==> src/rtl/sram_access_ctrl.sv <==
// Command-driven SRAM beat sequencer: write/read bursts of 4-lane beats into the long bank or a short bank.
// Writes issue in the cycle wr_valid_i is seen and stall without it; reads issue every cycle and return RdLatency cycles later.
module sram_access_ctrl #(
   parameter int SfpWidth  = 16,
   parameter int AddrWidth = 7,
   parameter int LenWidth  = 8,
   parameter int RdLatency = 1
) (
   input  logic                    clk_i,
   input  logic                    rst_i,
   input  logic                    cmd_valid_i,
   output logic                    cmd_ready_o,
   input  logic                    cmd_write_i,
   input  logic [1:0]              cmd_bank_i,
   input  logic [AddrWidth-1:0]    cmd_base_i,
   input  logic [AddrWidth-1:0]    cmd_stride_i,
   input  logic [LenWidth-1:0]     cmd_len_i,
   input  logic                    wr_valid_i,
   output logic                    wr_ready_o,
   input  logic [4*SfpWidth-1:0]   wr_dr_i,
   input  logic [4*SfpWidth-1:0]   wr_di_i,
   output logic [3:0]              sram_wen_o,
   output logic [1:0]              sram_di_en_o,
   output logic [1:0]              sram_do_en_o,
   output logic [4*AddrWidth-1:0]  sram_addr_o,
   output logic [4*SfpWidth-1:0]   sram_dr_o,
   output logic [4*SfpWidth-1:0]   sram_di_o,
   input  logic [4*SfpWidth-1:0]   sram_dr_i,
   input  logic [4*SfpWidth-1:0]   sram_di_i,
   output logic                    rd_valid_o,
   output logic                    rd_last_o,
   output logic [4*SfpWidth-1:0]   rd_dr_o,
   output logic [4*SfpWidth-1:0]   rd_di_o,
   output logic                    busy_o,
   output logic                    done_o
);

   typedef enum logic [1:0] {IDLE, WRITE, READ, DRAIN} state_e;

   state_e                 state_q, state_d;
   logic [1:0]             bank_q, bank_d;
   logic [AddrWidth-1:0]   stride_q, stride_d;
   logic [AddrWidth-1:0]   addr_q, addr_d;
   logic [LenWidth-1:0]    len_q, len_d;
   logic [LenWidth-1:0]    beat_q, beat_d;
   logic                   done_q, done_d;
   logic [1:0]             do_en_q, do_en_d;
   logic [RdLatency-1:0]   vld_sr_q, last_sr_q;
   logic                   issue, issue_last, rd_last, last_beat;
   logic [AddrWidth-1:0]   addr_step;

   // Short banks wrap at 32 entries; the long bank wraps at the full address width.
   function automatic logic [AddrWidth-1:0] bank_mask(input logic [1:0] b);
      logic [AddrWidth-1:0] m;
      m = '1;
      if (b != 2'd0) m = AddrWidth'(5'h1F);
      return m;
   endfunction

   assign rd_last   = last_sr_q[RdLatency-1];
   assign last_beat = (beat_q == len_q - LenWidth'(1));
   assign addr_step = (addr_q + stride_q) & bank_mask(bank_q);

   always_comb begin
      state_d      = state_q;
      bank_d       = bank_q;
      stride_d     = stride_q;
      addr_d       = addr_q;
      len_d        = len_q;
      beat_d       = beat_q;
      done_d       = 1'b0;
      do_en_d      = do_en_q;
      issue        = 1'b0;
      issue_last   = 1'b0;
      cmd_ready_o  = 1'b0;
      wr_ready_o   = 1'b0;
      sram_wen_o   = '0;
      sram_di_en_o = '0;
      sram_do_en_o = do_en_q;
      sram_addr_o  = '0;
      sram_dr_o    = '0;
      sram_di_o    = '0;
      unique case (state_q)
         IDLE: begin
            cmd_ready_o = !rst_i;
            if (cmd_valid_i) begin
               bank_d   = cmd_bank_i;
               stride_d = cmd_stride_i;
               len_d    = cmd_len_i;
               beat_d   = '0;
               addr_d   = cmd_base_i & bank_mask(cmd_bank_i);
               if (cmd_len_i == '0) done_d  = 1'b1;
               else                 state_d = cmd_write_i ? WRITE : READ;
            end
         end
         WRITE: begin
            wr_ready_o   = 1'b1;
            sram_di_en_o = bank_q;
            sram_addr_o  = {4{addr_q}};
            if (wr_valid_i) begin
               sram_wen_o[bank_q] = 1'b1;
               sram_dr_o = wr_dr_i;
               sram_di_o = wr_di_i;
               beat_d    = beat_q + LenWidth'(1);
               addr_d    = addr_step;
               if (last_beat) begin
                  state_d = IDLE;
                  done_d  = 1'b1;
               end
            end
         end
         READ: begin
            sram_di_en_o = bank_q;
            sram_do_en_o = bank_q;
            do_en_d      = bank_q;
            sram_addr_o  = {4{addr_q}};
            issue        = 1'b1;
            beat_d       = beat_q + LenWidth'(1);
            addr_d       = addr_step;
            if (last_beat) begin
               issue_last = 1'b1;
               state_d    = DRAIN;
            end
         end
         DRAIN: begin
            // The final beat returns in the last drain cycle, so leave as it emerges.
            if (rd_last) state_d = IDLE;
         end
         default: state_d = IDLE;
      endcase
   end

   always_ff @(posedge clk_i or posedge rst_i) begin
      if (rst_i) begin
         state_q   <= IDLE;
         bank_q    <= '0;
         stride_q  <= '0;
         addr_q    <= '0;
         len_q     <= '0;
         beat_q    <= '0;
         done_q    <= 1'b0;
         do_en_q   <= '0;
         vld_sr_q  <= '0;
         last_sr_q <= '0;
      end else begin
         state_q   <= state_d;
         bank_q    <= bank_d;
         stride_q  <= stride_d;
         addr_q    <= addr_d;
         len_q     <= len_d;
         beat_q    <= beat_d;
         done_q    <= done_d;
         do_en_q   <= do_en_d;
         vld_sr_q  <= (vld_sr_q << 1) | RdLatency'(issue);
         last_sr_q <= (last_sr_q << 1) | RdLatency'(issue_last);
      end
   end

   assign rd_valid_o = vld_sr_q[RdLatency-1];
   assign rd_last_o  = rd_last;
   assign rd_dr_o    = rd_valid_o ? sram_dr_i : '0;
   assign rd_di_o    = rd_valid_o ? sram_di_i : '0;
   assign busy_o     = (state_q != IDLE);
   assign done_o     = done_q | rd_last;

endmodule

==> config.mk <==
export PLATFORM = sky130hd
export DESIGN_NAME = sram_access_ctrl
export DESIGN_NICKNAME = d
export VERILOG_FILES = /design/src/rtl/sram_access_ctrl.sv
export SDC_FILE = /design/constraint.sdc
export NUM_CORES = 1
export LEC_CHECK = 0
export ABC_CLOCK_PERIOD_IN_PS = 2050
export CORE_AREA = 2 2 228 230
export CTS_BUF_LIST = sky130_fd_sc_hd__clkbuf_4 sky130_fd_sc_hd__clkbuf_8 sky130_fd_sc_hd__clkbuf_16
export DETAILED_ROUTE_END_ITERATION = 8
export DIE_AREA = 0 0 230 232
export GPL_TIMING_DRIVEN = 0
export SLEW_MARGIN = 5
export SYNTH_ARGS = -nofsm -noshare
export SYNTH_HDL_FRONTEND = slang
export SYNTH_SLANG_ARGS = --single-unit
==> constraint.sdc <==
create_clock -name clk_i -period 2.05 [get_ports clk_i]
set_input_delay 0.41 -clock clk_i [delete_from_list [all_inputs] [get_ports clk_i]]
set_output_delay 0.41 -clock clk_i [all_outputs]
set_load 0.01 [all_outputs]
# Yosys cells after proc, flatten, opt, wreduce, memory -nomap -nowiden
# Index checks and enable logic that the tools add are counted.
# word_totals
wordCells	80
in_bits	285
register_bits	39
# op_classes
n_reduce_logical	12
muxes	40
n_addsub	3
order_cmp	2
bitwise	3
eq_ne	10
# ops
operator	count
$mux W64	6
$mux W7	6
$mux W28	1
$pmux W8 S3	1
$pmux W7 S3	1
$mux W2	9
$mux W8	2
$and A7 B7 Y7	2
$ne A2 B2 Y1 const B	6
$mux W1	9
$add A8 B1 Y8 const B	1
$eq A8 B8 Y1	1
$logic_not A8 Y1	1
$mux W4	2
$pmux W2 S4	1
$sub A8 B1 Y8 const B	1
$add A7 B7 Y7	1
$reduce_and A6 Y1	1
$reduce_bool A2 Y1	3
$eq A2 B2 Y1 const B	2
$lt A2 B3 Y1 const B	1
$reduce_and A3 Y1	1
$reduce_bool A3 Y1	1
$demux W1 S2	1
9 further kinds	9

# Depth between registers and ports, before layout
# Gate-level depths: netlist of run 1.
# depth
depth_word	7
depth_mapped	9

# Worst setup path before layout of run 1
# Ideal clock, no wire load.
# synth_timing
kind	reg2out
startpoint	reg state_q[0]
endpoint	out sram_addr_o[15]
setup_slack_ns	-0.086
n_path_buf	3
arrival_time_ns	1.726
path_stages_with_launch	8
required_time_ns	1.640
cell_sequence	dfrtp_1 inv_1 ha_1 clkbuf_1 inv_1 clkbuf_1 nor2_1 buf_4
# synth_via
elab_chain_len	3
elab_cells_between_ends	4
classes_between	eq/ne (2); mux (1); reduce/logical (1)
# synth_lines
item	line	text
start, declared	40	state_e state_q, state_d;
start signal, assigned	146	state_q <= state_d;
$eq A2 B2 Y1 / $eq A2 B1 Y1 (equally long branches)	83	unique case (state_q)
$reduce_or A2 Y1 (no line) *	n/a	
$mux W28 *	83	
end, declared	25	output logic [4*AddrWidth-1:0] sram_addr_o,
# Every way passes the cells marked *; elsewhere a longest branch is shown, timed or not.

# Worst setup path after layout of run 1
# layout_timing
startpoint	reg len_q[0]
endpoint	reg state_q[1]
# layout_via
elab_chain_len	4
elab_cells_between_ends	5
classes_between	add/sub (1); eq/ne (3); reduce/logical (1)
# layout_lines
item	line	text
start, declared	44	logic [LenWidth-1:0] len_q, len_d;
start signal, assigned	150	len_q <= len_d;
$sub A8 B1 Y8 *	61	assign last_beat = (beat_q == len_q - LenWidth'(1));
$eq A8 B8 Y1 *	61	
$ne A2 B2 Y1 (no line)	n/a	
$reduce_and A6 Y1 (no line) *	n/a	
# Marks and branches as above.
# A chain may end at the register's enable or synchronous reset.

==> flow_summary.html, run 1 <==
<table>
<tr><th>Metric</th><th>Value</th></tr>
<tr><th colspan="2">Status</th></tr>
<tr><td>Run status</td><td>finished with violations</td></tr>
<tr><td>Violated checks</td><td>negative setup slack</td></tr>
<tr><th colspan="2">Timing</th></tr>
<tr><td>Minimum hold slack</td><td>0.501 ns</td></tr>
<tr><td>Final-report hold violation count</td><td>0</td></tr>
<tr><td>Minimum clock period after layout</td><td>2.19 ns</td></tr>
<tr><td>Final setup violation count</td><td>125</td></tr>
<tr><td>Worst setup skew after layout</td><td>0.00454 ns</td></tr>
<tr><td>Fin crit share</td><td>1.07</td></tr>
<tr><td>Unrepaired setup endpoints after global routing</td><td>yes</td></tr>
<tr><td>Highest achievable clock rate</td><td>457 MHz</td></tr>
<tr><td>Tightest Pin Transition</td><td>0.836 ns</td></tr>
<tr><td>Number of max-slew violations in the final report</td><td>0</td></tr>
<tr><td>Final setup slack of the worst path</td><td>-0.138 ns</td></tr>
<tr><td>Worst rel slew slack</td><td>0.442</td></tr>
<tr><th colspan="2">Clock network</th></tr>
<tr><td>Hold buffers post-CTS</td><td>0</td></tr>
<tr><td>Total CTS buffers</td><td>5</td></tr>
<tr><td>Clock tree from TritonCTS</td><td>built</td></tr>
<tr><td>Clock-pin slew reported for the worst setup and hold paths after clock tree synthesis</td><td>0.06 ns</td></tr>
<tr><td>Library cell used as clock root buffer</td><td>sky130_fd_sc_hd__clkbuf_16</td></tr>
<tr><td>Deepest level of the CTS H-tree</td><td>2</td></tr>
<tr><td>Clock sink count</td><td>39</td></tr>
<tr><td>Insertion delay to the later sink of the worst-skew pair</td><td>0.29 ns</td></tr>
<tr><td>Maximum buffer depth of the clock tree</td><td>2</td></tr>
<tr><th colspan="2">Floorplan</th></tr>
<tr><td>Area of the core</td><td>50900 um^2</td></tr>
<tr><td>Die height</td><td>232 um</td></tr>
<tr><td>Starting Density</td><td>0.0834</td></tr>
<tr><td>Die ar.</td><td>53400 um^2</td></tr>
<tr><td>Number of rows created at floorplan</td><td>83</td></tr>
<tr><td>Die W</td><td>230 um</td></tr>
<tr><td>I/O pin cnt</td><td>583</td></tr>
<tr><th colspan="2">Yosys</th></tr>
<tr><td>Share of the synthesized area in the top cell type</td><td>0.230</td></tr>
<tr><td>Unique masters post-synth</td><td>40</td></tr>
<tr><td>Cell taking the most area after synthesis</td><td>sky130_fd_sc_hd__dfrtp_1</td></tr>
<tr><td>Net count after synthesis</td><td>857</td></tr>
<tr><td>Synthesized area</td><td>4240 um^2</td></tr>
<tr><td>Share of synthesized area occupied by flip-flops and latches</td><td>0.230</td></tr>
<tr><td>YS warnings</td><td>0</td></tr>
<tr><td>Most used flip-flop cell after synthesis</td><td>sky130_fd_sc_hd__dfrtp_1</td></tr>
<tr><td>Gate count of the mapped netlist</td><td>559</td></tr>
<tr><td>Most numerous cell in the Yosys netlist</td><td>sky130_fd_sc_hd__and2_1</td></tr>
<tr><td>Post-synthesis async set-or-reset flop share</td><td>1.00</td></tr>
<tr><td>Number of enable flip-flop cells after synthesis</td><td>0</td></tr>
<tr><td>Flip-flop and latch count after synthesis</td><td>39</td></tr>
<tr><td>Top cells by area, synth</td><td>sky130_fd_sc_hd__dfrtp_1 (23%), sky130_fd_sc_hd__and2_1 (20%), sky130_fd_sc_hd__and3_1 (20%)</td></tr>
<tr><td>Most instantiated cells after synthesis</td><td>sky130_fd_sc_hd__and2_1 (136), sky130_fd_sc_hd__and3_1 (133), sky130_fd_sc_hd__clkbuf_1 (48)</td></tr>
<tr><td>Post-Syn Area per Cell</td><td>7.59 um^2</td></tr>
<tr><th colspan="2">Route</th></tr>
<tr><td>Post-DR vias/cell</td><td>3.68</td></tr>
<tr><td>Starting DRC count in detailed routing</td><td>325</td></tr>
<tr><td>Remaining design rule violation count</td><td>0</td></tr>
<tr><td>Average routed wire per standard cell</td><td>21.8 um</td></tr>
<tr><td>Detailed Route WL</td><td>41400 um</td></tr>
<tr><td>Residual antenna-violating net count after detailed routing</td><td>0</td></tr>
<tr><td>Pre-Repair DR Iteration Count</td><td>5</td></tr>
<tr><td>Total vias in the final route</td><td>6973</td></tr>
<tr><th colspan="2">Placed design</th></tr>
<tr><td>Worst setup timing slack at the placement stage</td><td>-1.20 ns</td></tr>
<tr><td>Routability congestion estimate from global placement</td><td>0.979</td></tr>
<tr><td>Area post-placement</td><td>10900 um^2</td></tr>
<tr><td>Final HPWL DP</td><td>35400 um</td></tr>
<tr><td>PortBufs</td><td>582</td></tr>
<tr><th colspan="2">Setup path</th></tr>
<tr><td>Worst Setup End Kind</td><td>flop</td></tr>
<tr><td>Critical path startpoint category</td><td>flop</td></tr>
<tr><td>Critical path peak fanout</td><td>2</td></tr>
<tr><td>Worst setup path class</td><td>flop to flop</td></tr>
<tr><td>Crit path required time</td><td>2.25 ns</td></tr>
<tr><td>WP data arrival</td><td>2.39 ns</td></tr>
<tr><th colspan="2">Global route</th></tr>
<tr><td>Antenna violations before repair</td><td>30</td></tr>
<tr><td>Via count of the first global-routing pass</td><td>6906</td></tr>
<tr><td>Wire length of the first global-routing pass</td><td>55000 um</td></tr>
<tr><td>Total global routing overflow</td><td>0</td></tr>
<tr><td>Global router's overall resource usage</td><td>0.144</td></tr>
<tr><td>Largest net degree at the start of global routing</td><td>40</td></tr>
<tr><th colspan="2">Final layout</th></tr>
<tr><td>Area grow syn2layout</td><td>191%</td></tr>
<tr><td>Final core occ</td><td>0.243</td></tr>
<tr><td>Total non-filler cell area in the finished layout</td><td>12400 um^2</td></tr>
<tr><td>Footprint of the multi-input gates</td><td>3460 um^2</td></tr>
<tr><td>Fraction of final layout cells with drive strength greater than 1</td><td>0.386</td></tr>
<tr><td>Post-layout nets</td><td>1504</td></tr>
<tr><td>Sequential cell area</td><td>980 um^2</td></tr>
<tr><td>Filler instances</td><td>5516</td></tr>
<tr><th colspan="2">Run</th></tr>
<tr><td># Max-Cap Violations</td><td>0</td></tr>
<tr><th colspan="2">Power</th></tr>
<tr><td>Max rail drop VDD</td><td>0.000759 V</td></tr>
<tr><td>Sequential power share</td><td>0.109</td></tr>
<tr><td>Combinational power share</td><td>0.813</td></tr>
<tr><td>Leakage power summed over all cells</td><td>5.86 nW</td></tr>
<tr><td>Net switching power figure</td><td>5.36 mW</td></tr>
<tr><td>Fraction of power spent switching nets</td><td>0.407</td></tr>
<tr><td>Areal power density over the cells</td><td>1060 nW/um^2</td></tr>
<tr><td>Final Power</td><td>13.1 mW</td></tr>
<tr><td>Internal power of the cells</td><td>7.79 mW</td></tr>
<tr><td>Clock network fraction of total power</td><td>0.078</td></tr>
<tr><th colspan="2">Min path</th></tr>
<tr><td>Worst hold path type</td><td>flop to flop</td></tr>
</table>
==> final timing paths <==
kind                                   end  cells past startpoint  slack, ns       start
worst max-delay path            state_q[1]                      6      -0.14    len_q[0]
worst min-delay path            do_en_q[0]                      1       0.50  do_en_q[0]
worst max register to register  state_q[1]                      6      -0.14    len_q[0]
worst min register to register  do_en_q[0]                      1       0.50  do_en_q[0]
max in group asynchronous       rd_valid_o                      2       0.82       rst_i
min in group asynchronous       do_en_q[0]                      2       0.64       rst_i
==> critical path, cell delays in order, from the launching register on <==
cell	delay [ns]
sky130_fd_sc_hd__dfrtp_2	0.41
sky130_fd_sc_hd__or4_4	0.54
sky130_fd_sc_hd__or3_4	0.34
sky130_fd_sc_hd__a211oi_2	0.22
sky130_fd_sc_hd__nand4_2	0.17
sky130_fd_sc_hd__a21oi_4	0.20
sky130_fd_sc_hd__mux2i_1	0.22
==> registers in the layout, indices dropped and copies added (netlist names), 2 cells and up <==
register,count
bank_q,2
stride_q,7
do_en_q,2
len_q,8
state_q,2
beat_q,8
addr_q,7
==> what timing repair did <==
action                                  in CTS  in global routing
endpoints found under the setup margin     321                205
pin swaps                                   13                 10
gates cloned                                10                  3
gates resized for setup                   1124                152
hold endpoints to repair                     0                  0
setup buffers                               44                 11
==> layout make-up <==
type,count,area share
Sequential cell,39,0.0793
Clock inverter,2,0.00486
Buffer,64,0.0531
Timing Repair Buffer,645,0.496
Antenna cell,10,0.00203
Multi-Input combinational cell,436,0.280
Clock buffer,6,0.0107
Tap cell,680,0.0689
Inverter,15,0.00517
==> logic make-up after synthesis <==
family	count (synthesis)	synth area share
xor gates and xnor gates	12	0.0248
buffers and inverters	84	0.0929
AOI/OAI and AO/OA	44	0.0646
and+or+nand+nor	343	0.486
DFF	39	0.230
muxes	24	0.0622
adders and majority gates	13	0.0401
==> per-stage QoR <==
stage               TNS (ns)  std cells
CTS                    -9.92       1880
global route          -15.47       1893
global placement     -217.76       1821
finish                 -8.14       1897
detailed placement   -216.71       1821
floorplan                  0        559
==> power by group through the flow <==
stage / Sequential, mW / Clock, mW / Combinational, mW
after floorplan: 1.32 / 0 / 4.11
after global placement: 1.42 / 0 / 8.35
after detailed placement: 1.44 / 0 / 8.44
after CTS: 1.41 / 1.05 / 10.2
after global routing: 1.48 / 1.08 / 11.5
final: 1.43 / 1.03 / 10.7
==> cell usage in the layout (no fill, tap or decap), types with 12 or more instances in the layout <==
cell type	instances
sky130_fd_sc_hd__nand2_1	17
sky130_fd_sc_hd__dlygate4sd2_1	92
sky130_fd_sc_hd__o21ai_0	16
sky130_fd_sc_hd__and3_4	79
sky130_fd_sc_hd__nor2_1	16
sky130_fd_sc_hd__buf_6	124
sky130_fd_sc_hd__and3_1	54
sky130_fd_sc_hd__mux2_2	19
sky130_fd_sc_hd__clkdlybuf4s15_1	21
sky130_fd_sc_hd__clkdlybuf4s50_1	286
sky130_fd_sc_hd__and2_1	117
sky130_fd_sc_hd__and2_4	19
sky130_fd_sc_hd__clkbuf_2	31
sky130_fd_sc_hd__clkbuf_16	13
sky130_fd_sc_hd__dfrtp_1	36
sky130_fd_sc_hd__buf_4	47
sky130_fd_sc_hd__clkbuf_8	12
sky130_fd_sc_hd__buf_2	63
==> layer usage <==
metal / wire [um] / track usage
met4: 1080 / 0.0359
met1: 17300 / 0.180
met5: 0 / 0
met3: 2330 / 0.0215
met2: 20800 / 0.259
No activity file was read; power rests on OpenSTA's default activity.
==> inputs of run 2 (changes only) <==
--- a/config.mk
+++ b/config.mk
@@ -11,6 +11,7 @@
 export DETAILED_ROUTE_END_ITERATION = 8
 export DIE_AREA = 0 0 230 232
 export GPL_TIMING_DRIVEN = 0
+export PLACE_DENSITY_LB_ADDON = 0.08
 export SLEW_MARGIN = 5
 export SYNTH_ARGS = -nofsm -noshare
 export SYNTH_HDL_FRONTEND = slang
==> run 2 against run 1 <==
  * The run still ends with negative setup slack left
  * First-iteration DRC count fell by 45%
  * Final cell count did not move
  * Fmax rose by 0.35%
  * Critical path type is now flop to output pin
==> flow_summary.html, run 2 (synthesis gave the netlist of run 1 again) <==
<table>
<tr><th>Metric</th><th>Value</th></tr>
<tr><th colspan="2">Final layout</th></tr>
<tr><td>Fraction of final layout cells with drive strength greater than 1</td><td>0.385 (was 0.386)</td></tr>
<tr><td>Commonest non-fill, non-tap cells in the layout</td><td>sky130_fd_sc_hd__clkdlybuf4s50_1 (286), sky130_fd_sc_hd__buf_6 (149), sky130_fd_sc_hd__and2_1 (130), sky130_fd_sc_hd__and3_4 (80), sky130_fd_sc_hd__dlygate4sd2_1 (57) (was sky130_fd_sc_hd__clkdlybuf4s50_1 (286), sky130_fd_sc_hd__buf_6 (124), sky130_fd_sc_hd__and2_1 (117), sky130_fd_sc_hd__dlygate4sd2_1 (92), sky130_fd_sc_hd__and3_4 (79))</td></tr>
<tr><td>Registers with the most flip-flops</td><td>beat_q (8), len_q (8) (unchanged)</td></tr>
<tr><td>Post-layout nets</td><td>1501 (was 1504)</td></tr>
<tr><td>Area grow syn2layout</td><td>197% (was 191%)</td></tr>
<tr><td>Most common cell after layout, fill and taps aside</td><td>sky130_fd_sc_hd__clkdlybuf4s50_1 (unchanged)</td></tr>
<tr><th colspan="2">Power</th></tr>
<tr><td>Combinational power share</td><td>0.832 (was 0.813)</td></tr>
<tr><td>Net switching power figure</td><td>5.46 mW (was 5.36 mW)</td></tr>
<tr><td>Leakage power summed over all cells</td><td>6.13 nW (was 5.86 nW)</td></tr>
<tr><td>Areal power density over the cells</td><td>1060 nW/um^2 (about the same)</td></tr>
<tr><td>Sequential power share</td><td>0.107 (was 0.109)</td></tr>
<tr><td>Internal power of the cells</td><td>7.86 mW (was 7.79 mW)</td></tr>
<tr><td>Clock network fraction of total power</td><td>0.062 (was 0.078)</td></tr>
<tr><td>Fraction of power spent switching nets</td><td>0.410 (was 0.407)</td></tr>
<tr><td>Final Power</td><td>13.3 mW (was 13.1 mW)</td></tr>
<tr><td>Max rail drop VDD</td><td>0.000606 V (was 0.000759 V)</td></tr>
<tr><th colspan="2">Route</th></tr>
<tr><td>Pre-Repair DR Iteration Count</td><td>4 (was 5)</td></tr>
<tr><td>Average routed wire per standard cell</td><td>24.1 um (was 21.8 um)</td></tr>
<tr><td>Total vias in the final route</td><td>6760 (was 6973)</td></tr>
<tr><td>Post-DR vias/cell</td><td>3.56 (was 3.68)</td></tr>
<tr><td>Remaining design rule violation count</td><td>0 (unchanged)</td></tr>
<tr><td>Detailed Route WL</td><td>45800 um (was 41400 um)</td></tr>
<tr><td>Starting DRC count in detailed routing</td><td>178 (was 325)</td></tr>
<tr><td>Residual antenna-violating net count after detailed routing</td><td>0 (unchanged)</td></tr>
<tr><th colspan="2">Timing</th></tr>
<tr><td>Tightest Pin Transition</td><td>0.485 ns (was 0.836 ns)</td></tr>
<tr><td>Minimum hold slack</td><td>0.474 ns (was 0.501 ns)</td></tr>
<tr><td>Unrepaired setup endpoints after global routing</td><td>yes (unchanged)</td></tr>
<tr><td>Worst rel slew slack</td><td>0.675 (was 0.442)</td></tr>
<tr><td>Fin crit share</td><td>1.06 (was 1.07)</td></tr>
<tr><td>Final setup violation count</td><td>108 (was 125)</td></tr>
<tr><td>Final setup slack of the worst path</td><td>-0.130 ns (was -0.138 ns)</td></tr>
<tr><td>Number of max-slew violations in the final report</td><td>0 (unchanged)</td></tr>
<tr><td>Highest achievable clock rate</td><td>459 MHz (was 457 MHz)</td></tr>
<tr><td>Worst setup skew after layout</td><td>0.0142 ns (was 0.00454 ns)</td></tr>
<tr><td>Final-report hold violation count</td><td>0 (unchanged)</td></tr>
<tr><td>Minimum clock period after layout</td><td>2.18 ns (was 2.19 ns)</td></tr>
<tr><th colspan="2">Clock network</th></tr>
<tr><td>Clock tree from TritonCTS</td><td>built (unchanged)</td></tr>
<tr><td>Total CTS buffers</td><td>5 (unchanged)</td></tr>
<tr><td>Clock sink count</td><td>39 (unchanged)</td></tr>
<tr><td>Deepest level of the CTS H-tree</td><td>2 (unchanged)</td></tr>
<tr><td>Maximum buffer depth of the clock tree</td><td>2 (unchanged)</td></tr>
<tr><td>Insertion delay to the later sink of the worst-skew pair</td><td>0.30 ns (was 0.29 ns)</td></tr>
<tr><td>Hold buffers post-CTS</td><td>0 (unchanged)</td></tr>
<tr><td>Library cell used as clock root buffer</td><td>sky130_fd_sc_hd__clkbuf_16 (unchanged)</td></tr>
<tr><td>Clock-pin slew reported for the worst setup and hold paths after clock tree synthesis</td><td>0.07 ns (was 0.06 ns)</td></tr>
<tr><th colspan="2">Placed design</th></tr>
<tr><td>Worst setup timing slack at the placement stage</td><td>-1.45 ns (was -1.20 ns)</td></tr>
<tr><td>PortBufs</td><td>582 (unchanged)</td></tr>
<tr><td>Routability congestion estimate from global placement</td><td>0.905 (was 0.979)</td></tr>
<tr><td>Final HPWL DP</td><td>40500 um (was 35400 um)</td></tr>
<tr><th colspan="2">Floorplan</th></tr>
<tr><td>Die height</td><td>232 um (unchanged)</td></tr>
<tr><td>I/O pin cnt</td><td>583 (unchanged)</td></tr>
<tr><td>Die ar.</td><td>53400 um^2 (unchanged)</td></tr>
<tr><td>Area of the core</td><td>50900 um^2 (unchanged)</td></tr>
<tr><td>Number of rows created at floorplan</td><td>83 (unchanged)</td></tr>
<tr><td>Starting Density</td><td>0.0834 (unchanged)</td></tr>
<tr><td>Die W</td><td>230 um (unchanged)</td></tr>
<tr><th colspan="2">Status</th></tr>
<tr><td>Run status</td><td>finished with violations (unchanged)</td></tr>
<tr><td>Violated checks</td><td>negative setup slack (unchanged)</td></tr>
<tr><th colspan="2">Global route</th></tr>
<tr><td>Via count of the first global-routing pass</td><td>6903 (was 6906)</td></tr>
<tr><td>Antenna violations before repair</td><td>47 (was 30)</td></tr>
<tr><td>Total global routing overflow</td><td>0 (unchanged)</td></tr>
<tr><td>Wire length of the first global-routing pass</td><td>59400 um (was 55000 um)</td></tr>
<tr><td>Largest net degree at the start of global routing</td><td>24 (was 40)</td></tr>
<tr><td>Global router's overall resource usage</td><td>0.163 (was 0.144)</td></tr>
<tr><th colspan="2">Setup path</th></tr>
<tr><td>Critical path startpoint category</td><td>flop (unchanged)</td></tr>
<tr><td>Worst setup path class</td><td>flop to output pin (was flop to flop)</td></tr>
<tr><td>Number of cells on the worst reg-to-reg path</td><td>7 (was 6)</td></tr>
<tr><td>Crit path required time</td><td>1.64 ns (was 2.25 ns)</td></tr>
<tr><td>Worst Setup End Kind</td><td>output pin (was flop)</td></tr>
<tr><td>WP data arrival</td><td>1.77 ns (was 2.39 ns)</td></tr>
<tr><td>Critical path peak fanout</td><td>5 (was 2)</td></tr>
<tr><th colspan="2">Run</th></tr>
<tr><td># Max-Cap Violations</td><td>0 (unchanged)</td></tr>
<tr><th colspan="2">Min path</th></tr>
<tr><td>Worst hold path type</td><td>input pin to asynchronous set/reset pin (was flop to flop)</td></tr>
</table>
-- run 2: cell types whose count changed in the layout (fill, tap and decap cells not counted), moves of 2 or more --
cell	delta
sky130_fd_sc_hd__and2_1	+13
sky130_fd_sc_hd__bufinv_16	-2
sky130_fd_sc_hd__inv_4	+2
sky130_fd_sc_hd__clkdlybuf4s15_1	+4
sky130_fd_sc_hd__buf_2	-30
sky130_fd_sc_hd__and2_4	-13
sky130_fd_sc_hd__nor3_1	-2
sky130_fd_sc_hd__buf_8	+5
sky130_fd_sc_hd__diode_2	+3
sky130_fd_sc_hd__dlygate4sd2_1	-35
sky130_fd_sc_hd__dlymetal6s2s_1	+25
sky130_fd_sc_hd__buf_4	-3
sky130_fd_sc_hd__buf_6	+25
sky130_fd_sc_hd__clkbuf_2	+7
-- run 2: final timing paths --
kind                             from         endpoint  slack, ns
max                        state_q[1]  sram_addr_o[22]      -0.13
min                             rst_i        beat_q[6]       0.47
max reg2reg                  len_q[0]           done_q      -0.09
min reg2reg                do_en_q[0]       do_en_q[0]       0.50
max in group asynchronous       rst_i         len_q[2]       1.08
min in group clk_i         do_en_q[0]       do_en_q[0]       0.50
-- run 2: layout make-up --
type / count / area [um^2]
clock inverter: 2 / 12.5
multi-input combinational: 436 / 3480
antenna: 13 / 32.5
fill: 5603 / 38300
clock buffer: 6 / 133
tap: 680 / 851
buffer: 62 / 721
timing repair buffer: 644 / 6320
inverter: 15 / 61.3
sequential: 39 / 981
-- run 2: routing by layer --
layer	global-route usage	up-vias	wire (um)
met2	0.344	345	26300
met4	0.0198	4	880
li1	-	3190	-
met3	0.0371	78	3140
met5	0	-	26
met1	0.162	3143	15500
-- run 2: critical path: stages (launching register included) --
cell	delay (ns)
sky130_fd_sc_hd__dfrtp_1	0.36
sky130_fd_sc_hd__inv_2	0.07
sky130_fd_sc_hd__buf_12	0.12
sky130_fd_sc_hd__ha_4	0.32
sky130_fd_sc_hd__inv_4	0.04
sky130_fd_sc_hd__buf_8	0.11
sky130_fd_sc_hd__nor2_4	0.15
sky130_fd_sc_hd__buf_6	0.13
sky130_fd_sc_hd__buf_6	0.08
sky130_fd_sc_hd__buf_6	0.09
-- run 2: stage by stage --
stage | util | instances | instance area [um^2] | setup TNS [ns]
detailed placement | 0.215 | 1822 | 11000 | -233.82
global route | 0.247 | 1885 | 12600 | -17.02
floorplan | - | 559 | 4270 | 0
finish | 0.247 | 1897 | 12600 | -5.95
global placement | 0.215 | 1821 | 10900 | -248.48
CTS | 0.238 | 1882 | 12100 | -19.40
-- run 2: repair_timing --
action                     in CTS  in global routing
setup buffers                  48                  7
cloned                          7                  3
pin swaps                      14                 11
gates resized for setup      1120                218
setup endpoints to repair     322                233
-- run 2: power groups by stage --
| stage | logic [mW] | clock network (mW) | registers, mW |
|---|---|---|---|
| final | 11.1 | 0.822 | 1.42 |
| after global routing | 12.0 | 0.895 | 1.47 |
| after floorplan | 4.11 | 0 | 1.32 |
| after CTS | 10.9 | 0.863 | 1.43 |
| after global placement | 8.67 | 0 | 1.44 |
| after detailed placement | 8.64 | 0 | 1.45 |
==> inputs of run 3 (changes only) <==
--- a/config.mk
+++ b/config.mk
@@ -12,6 +12,7 @@
 export DIE_AREA = 0 0 230 232
 export GPL_TIMING_DRIVEN = 0
 export PLACE_DENSITY_LB_ADDON = 0.08
+export SETUP_SLACK_MARGIN = 0.05
 export SLEW_MARGIN = 5
 export SYNTH_ARGS = -nofsm -noshare
 export SYNTH_HDL_FRONTEND = slang
==> run 3 against run 2 <==
  * Wire length down 2.6%
  * Critical path type is now flop to flop
  * Non-clock buffer count down 7
  * Setup slack worse by 0.013 ns
  * Clock-buffer cell count up 2
  * The flow still finishes with violations (negative setup slack)
  * Hold slack worse by 0.070 ns
==> flow_summary.html, run 3 (synthesis gave the netlist of run 1 again) <==
<table>
<tr><th>Metric</th><th>Value</th></tr>
<tr><th colspan="2">Status</th></tr>
<tr><td>Run status</td><td>finished with violations (unchanged)</td></tr>
<tr><td>Violated checks</td><td>negative setup slack (unchanged)</td></tr>
<tr><th colspan="2">Clock network</th></tr>
<tr><td>Clock-pin slew reported for the worst setup and hold paths after clock tree synthesis</td><td>0.06 ns (was 0.07 ns)</td></tr>
<tr><td>Clock tree from TritonCTS</td><td>built (unchanged)</td></tr>
<tr><td>Insertion delay to the later sink of the worst-skew pair</td><td>0.28 ns (was 0.30 ns)</td></tr>
<tr><td>Total CTS buffers</td><td>5 (unchanged)</td></tr>
<tr><td>Deepest level of the CTS H-tree</td><td>2 (unchanged)</td></tr>
<tr><td>Maximum buffer depth of the clock tree</td><td>2 (unchanged)</td></tr>
<tr><td>Hold buffers post-CTS</td><td>0 (unchanged)</td></tr>
<tr><td>Clock sink count</td><td>39 (unchanged)</td></tr>
<tr><td>Library cell used as clock root buffer</td><td>sky130_fd_sc_hd__clkbuf_16 (unchanged)</td></tr>
<tr><th colspan="2">Final layout</th></tr>
<tr><td>Post-layout nets</td><td>1494 (was 1501)</td></tr>
<tr><td>Filler instances</td><td>5702 (was 5603)</td></tr>
<tr><td>Most common cell after layout, fill and taps aside</td><td>sky130_fd_sc_hd__clkdlybuf4s50_1 (unchanged)</td></tr>
<tr><td>Registers with the most flip-flops</td><td>beat_q (8), len_q (8) (unchanged)</td></tr>
<tr><td>Commonest non-fill, non-tap cells in the layout</td><td>sky130_fd_sc_hd__clkdlybuf4s50_1 (285), sky130_fd_sc_hd__and2_1 (124), sky130_fd_sc_hd__buf_6 (120), sky130_fd_sc_hd__clkbuf_2 (92), sky130_fd_sc_hd__buf_2 (80) (was sky130_fd_sc_hd__clkdlybuf4s50_1 (286), sky130_fd_sc_hd__buf_6 (149), sky130_fd_sc_hd__and2_1 (130), sky130_fd_sc_hd__and3_4 (80), sky130_fd_sc_hd__dlygate4sd2_1 (57))</td></tr>
<tr><td>Fraction of final layout cells with drive strength greater than 1</td><td>0.437 (was 0.385)</td></tr>
<tr><td>Area grow syn2layout</td><td>180% (was 197%)</td></tr>
<tr><td>Total non-filler cell area in the finished layout</td><td>11900 um^2 (was 12600 um^2)</td></tr>
<tr><th colspan="2">Floorplan</th></tr>
<tr><td>Die height</td><td>232 um (unchanged)</td></tr>
<tr><td>Area of the core</td><td>50900 um^2 (unchanged)</td></tr>
<tr><td>I/O pin cnt</td><td>583 (unchanged)</td></tr>
<tr><td>Die W</td><td>230 um (unchanged)</td></tr>
<tr><td>Die ar.</td><td>53400 um^2 (unchanged)</td></tr>
<tr><td>Starting Density</td><td>0.0834 (unchanged)</td></tr>
<tr><td>Number of rows created at floorplan</td><td>83 (unchanged)</td></tr>
<tr><th colspan="2">Setup path</th></tr>
<tr><td>Critical path startpoint category</td><td>flop (unchanged)</td></tr>
<tr><td>Worst Setup End Kind</td><td>flop (was output pin)</td></tr>
<tr><td>WP data arrival</td><td>2.40 ns (was 1.77 ns)</td></tr>
<tr><td>Max stage delay on crit path</td><td>0.53 ns (was 0.36 ns)</td></tr>
<tr><td>Crit path required time</td><td>2.25 ns (was 1.64 ns)</td></tr>
<tr><td>Critical path peak fanout</td><td>2 (was 5)</td></tr>
<tr><td>Worst setup path class</td><td>flop to flop (was flop to output pin)</td></tr>
<tr><td>Worst-path cell chain</td><td>or4_4 -&gt; or3_4 -&gt; a211oi_2 -&gt; nand4_2 -&gt; a21oi_2 -&gt; mux2i_1 (was inv_2 -&gt; buf_12 -&gt; ha_4 -&gt; inv_4 -&gt; buf_8 -&gt; nor2_4 -&gt; buf_6 -&gt; buf_6 -&gt; buf_6)</td></tr>
<tr><td>Slowest library cell on the worst path</td><td>sky130_fd_sc_hd__or4_4 (was sky130_fd_sc_hd__dfrtp_1)</td></tr>
<tr><th colspan="2">Power</th></tr>
<tr><td>Max rail drop VDD</td><td>0.000465 V (was 0.000606 V)</td></tr>
<tr><td>Leakage power summed over all cells</td><td>5.82 nW (was 6.13 nW)</td></tr>
<tr><td>Areal power density over the cells</td><td>1100 nW/um^2 (was 1060 nW/um^2)</td></tr>
<tr><th colspan="2">Route</th></tr>
<tr><td>Remaining design rule violation count</td><td>0 (unchanged)</td></tr>
<tr><td>Average routed wire per standard cell</td><td>23.6 um (was 24.1 um)</td></tr>
<tr><td>Total vias in the final route</td><td>6618 (was 6760)</td></tr>
<tr><td>Starting DRC count in detailed routing</td><td>200 (was 178)</td></tr>
<tr><td>Post-DR vias/cell</td><td>3.51 (was 3.56)</td></tr>
<tr><td>Detailed Route WL</td><td>44600 um (was 45800 um)</td></tr>
<tr><td>Pre-Repair DR Iteration Count</td><td>4 (unchanged)</td></tr>
<tr><td>Residual antenna-violating net count after detailed routing</td><td>0 (unchanged)</td></tr>
<tr><th colspan="2">Global route</th></tr>
<tr><td>Antenna violations before repair</td><td>29 (was 47)</td></tr>
<tr><td>Via count of the first global-routing pass</td><td>6585 (was 6903)</td></tr>
<tr><td>Largest net degree at the start of global routing</td><td>31 (was 24)</td></tr>
<tr><td>Global router's overall resource usage</td><td>0.157 (was 0.163)</td></tr>
<tr><td>Total global routing overflow</td><td>0 (unchanged)</td></tr>
<tr><td>Wire length of the first global-routing pass</td><td>57800 um (was 59400 um)</td></tr>
<tr><th colspan="2">Placed design</th></tr>
<tr><td>Routability congestion estimate from global placement</td><td>0.935 (was 0.905)</td></tr>
<tr><td>Final HPWL DP</td><td>39300 um (was 40500 um)</td></tr>
<tr><td>PortBufs</td><td>582 (unchanged)</td></tr>
<tr><td>Area post-placement</td><td>11000 um^2 (about the same)</td></tr>
<tr><th colspan="2">Timing</th></tr>
<tr><td>Highest achievable clock rate</td><td>456 MHz (was 459 MHz)</td></tr>
<tr><td>Final-report hold violation count</td><td>0 (unchanged)</td></tr>
<tr><td>Fin Setup TNS</td><td>-2.84 ns (was -5.95 ns)</td></tr>
<tr><td>Final setup violation count</td><td>102 (was 108)</td></tr>
<tr><td>Minimum clock period after layout</td><td>2.19 ns (was 2.18 ns)</td></tr>
<tr><td>Tightest Pin Transition</td><td>0.467 ns (was 0.485 ns)</td></tr>
<tr><td>Number of max-slew violations in the final report</td><td>0 (unchanged)</td></tr>
<tr><td>Worst rel slew slack</td><td>0.689 (was 0.675)</td></tr>
<tr><td>Unrepaired setup endpoints after global routing</td><td>yes (unchanged)</td></tr>
<tr><td>Final setup slack of the worst path</td><td>-0.143 ns (was -0.130 ns)</td></tr>
<tr><td>Fin crit share</td><td>1.07 (was 1.06)</td></tr>
<tr><td>Worst setup skew after layout</td><td>0.00386 ns (was 0.0142 ns)</td></tr>
<tr><th colspan="2">Min path</th></tr>
<tr><td>Worst hold path type</td><td>input pin to asynchronous set/reset pin (unchanged)</td></tr>
<tr><th colspan="2">Run</th></tr>
<tr><td># Max-Cap Violations</td><td>0 (unchanged)</td></tr>
</table>
run 3: cell types whose count changed in the layout (fill, tap and decap cells not counted), moves of 17 or more:
cell and change:
sky130_fd_sc_hd__dlygate4sd2_1 -52, sky130_fd_sc_hd__buf_2 +47, sky130_fd_sc_hd__clkbuf_2 +54, sky130_fd_sc_hd__and3_1 +17, sky130_fd_sc_hd__buf_6 -29, sky130_fd_sc_hd__and3_4 -17
run 3: layout make-up:
type	instances	area (um^2)	area share
Timing Repair Buffer	636	5730	0.481
Multi-Input combinational cell	436	3420	0.287
Sequential cell	39	980	0.0823
Tap cell	680	851	0.0715
Buffer	63	686	0.0576
Clock buffer	8	160	0.0135
Inverter	15	60.1	0.00505
Antenna cell	10	25.0	0.00210
run 3: report_power, final:
part | internal (mW) | total [mW] | switching, mW | leakage, nW
registers | 1.10 | 1.47 | 0.376 | 0.481
clock network | 0.532 | 0.853 | 0.321 | 0.0807
logic | 5.95 | 10.8 | 4.82 | 5.26
run 3: per-layer routing:
metal / wire [um] / up-vias / track usage
met5: 35 / - / 0
met3: 3570 / 55 / 0.0571
met2: 24600 / 271 / 0.309
li1: - / 3173 / -
met1: 15400 / 3113 / 0.157
met4: 891 / 6 / 0.0315
run 3: through the flow:
step | power, mW | utilization | hold WS (ns) | std cells | worst slack [ns]
after floorplan | 5.44 | - | 0.467 | 559 | 0.00348
after global placement | 10.3 | 0.215 | 0.489 | 1821 | -1.42
after detailed placement | 10.3 | 0.216 | 0.496 | 1822 | -1.41
after CTS | 12.7 | 0.229 | 0.399 | 1864 | -0.208
after global routing | 14.1 | 0.234 | 0.430 | 1880 | -0.230
final | 13.1 | 0.234 | 0.404 | 1887 | -0.143
run 3: worst max-delay path: cells and delay by family, from the launching register on:
family / cells / cell delay, ns
AOI/OAI and AO/OA: 2 / 0.44
muxes: 1 / 0.22
and+or+nand+nor: 3 / 1.03
DFF: 1 / 0.41
run 3: final timing paths:
| path | startpoint | endpoint | slack (ns) | depth (start not counted) |
|---|---|---|---|---|
| worst min register to register | do_en_q[0] | do_en_q[0] | 0.51 | 1 |
| max in group asynchronous | rst_i | rd_valid_o | 1.16 | 3 |
| worst min-delay path | rst_i | len_q[4] | 0.40 | 2 |
| worst max register to register | len_q[0] | state_q[1] | -0.14 | 6 |
| worst max-delay path | len_q[0] | state_q[1] | -0.14 | 6 |
| min in group clk_i | do_en_q[0] | do_en_q[0] | 0.51 | 1 |
run 3: timing repair:
item / CTS / global route
pin swaps: 16 / 20
setup buffers: 35 / 21
resized for setup: 1103 / 349
endpoints found under the setup margin: 322 / 297
cloned: 2 / 2
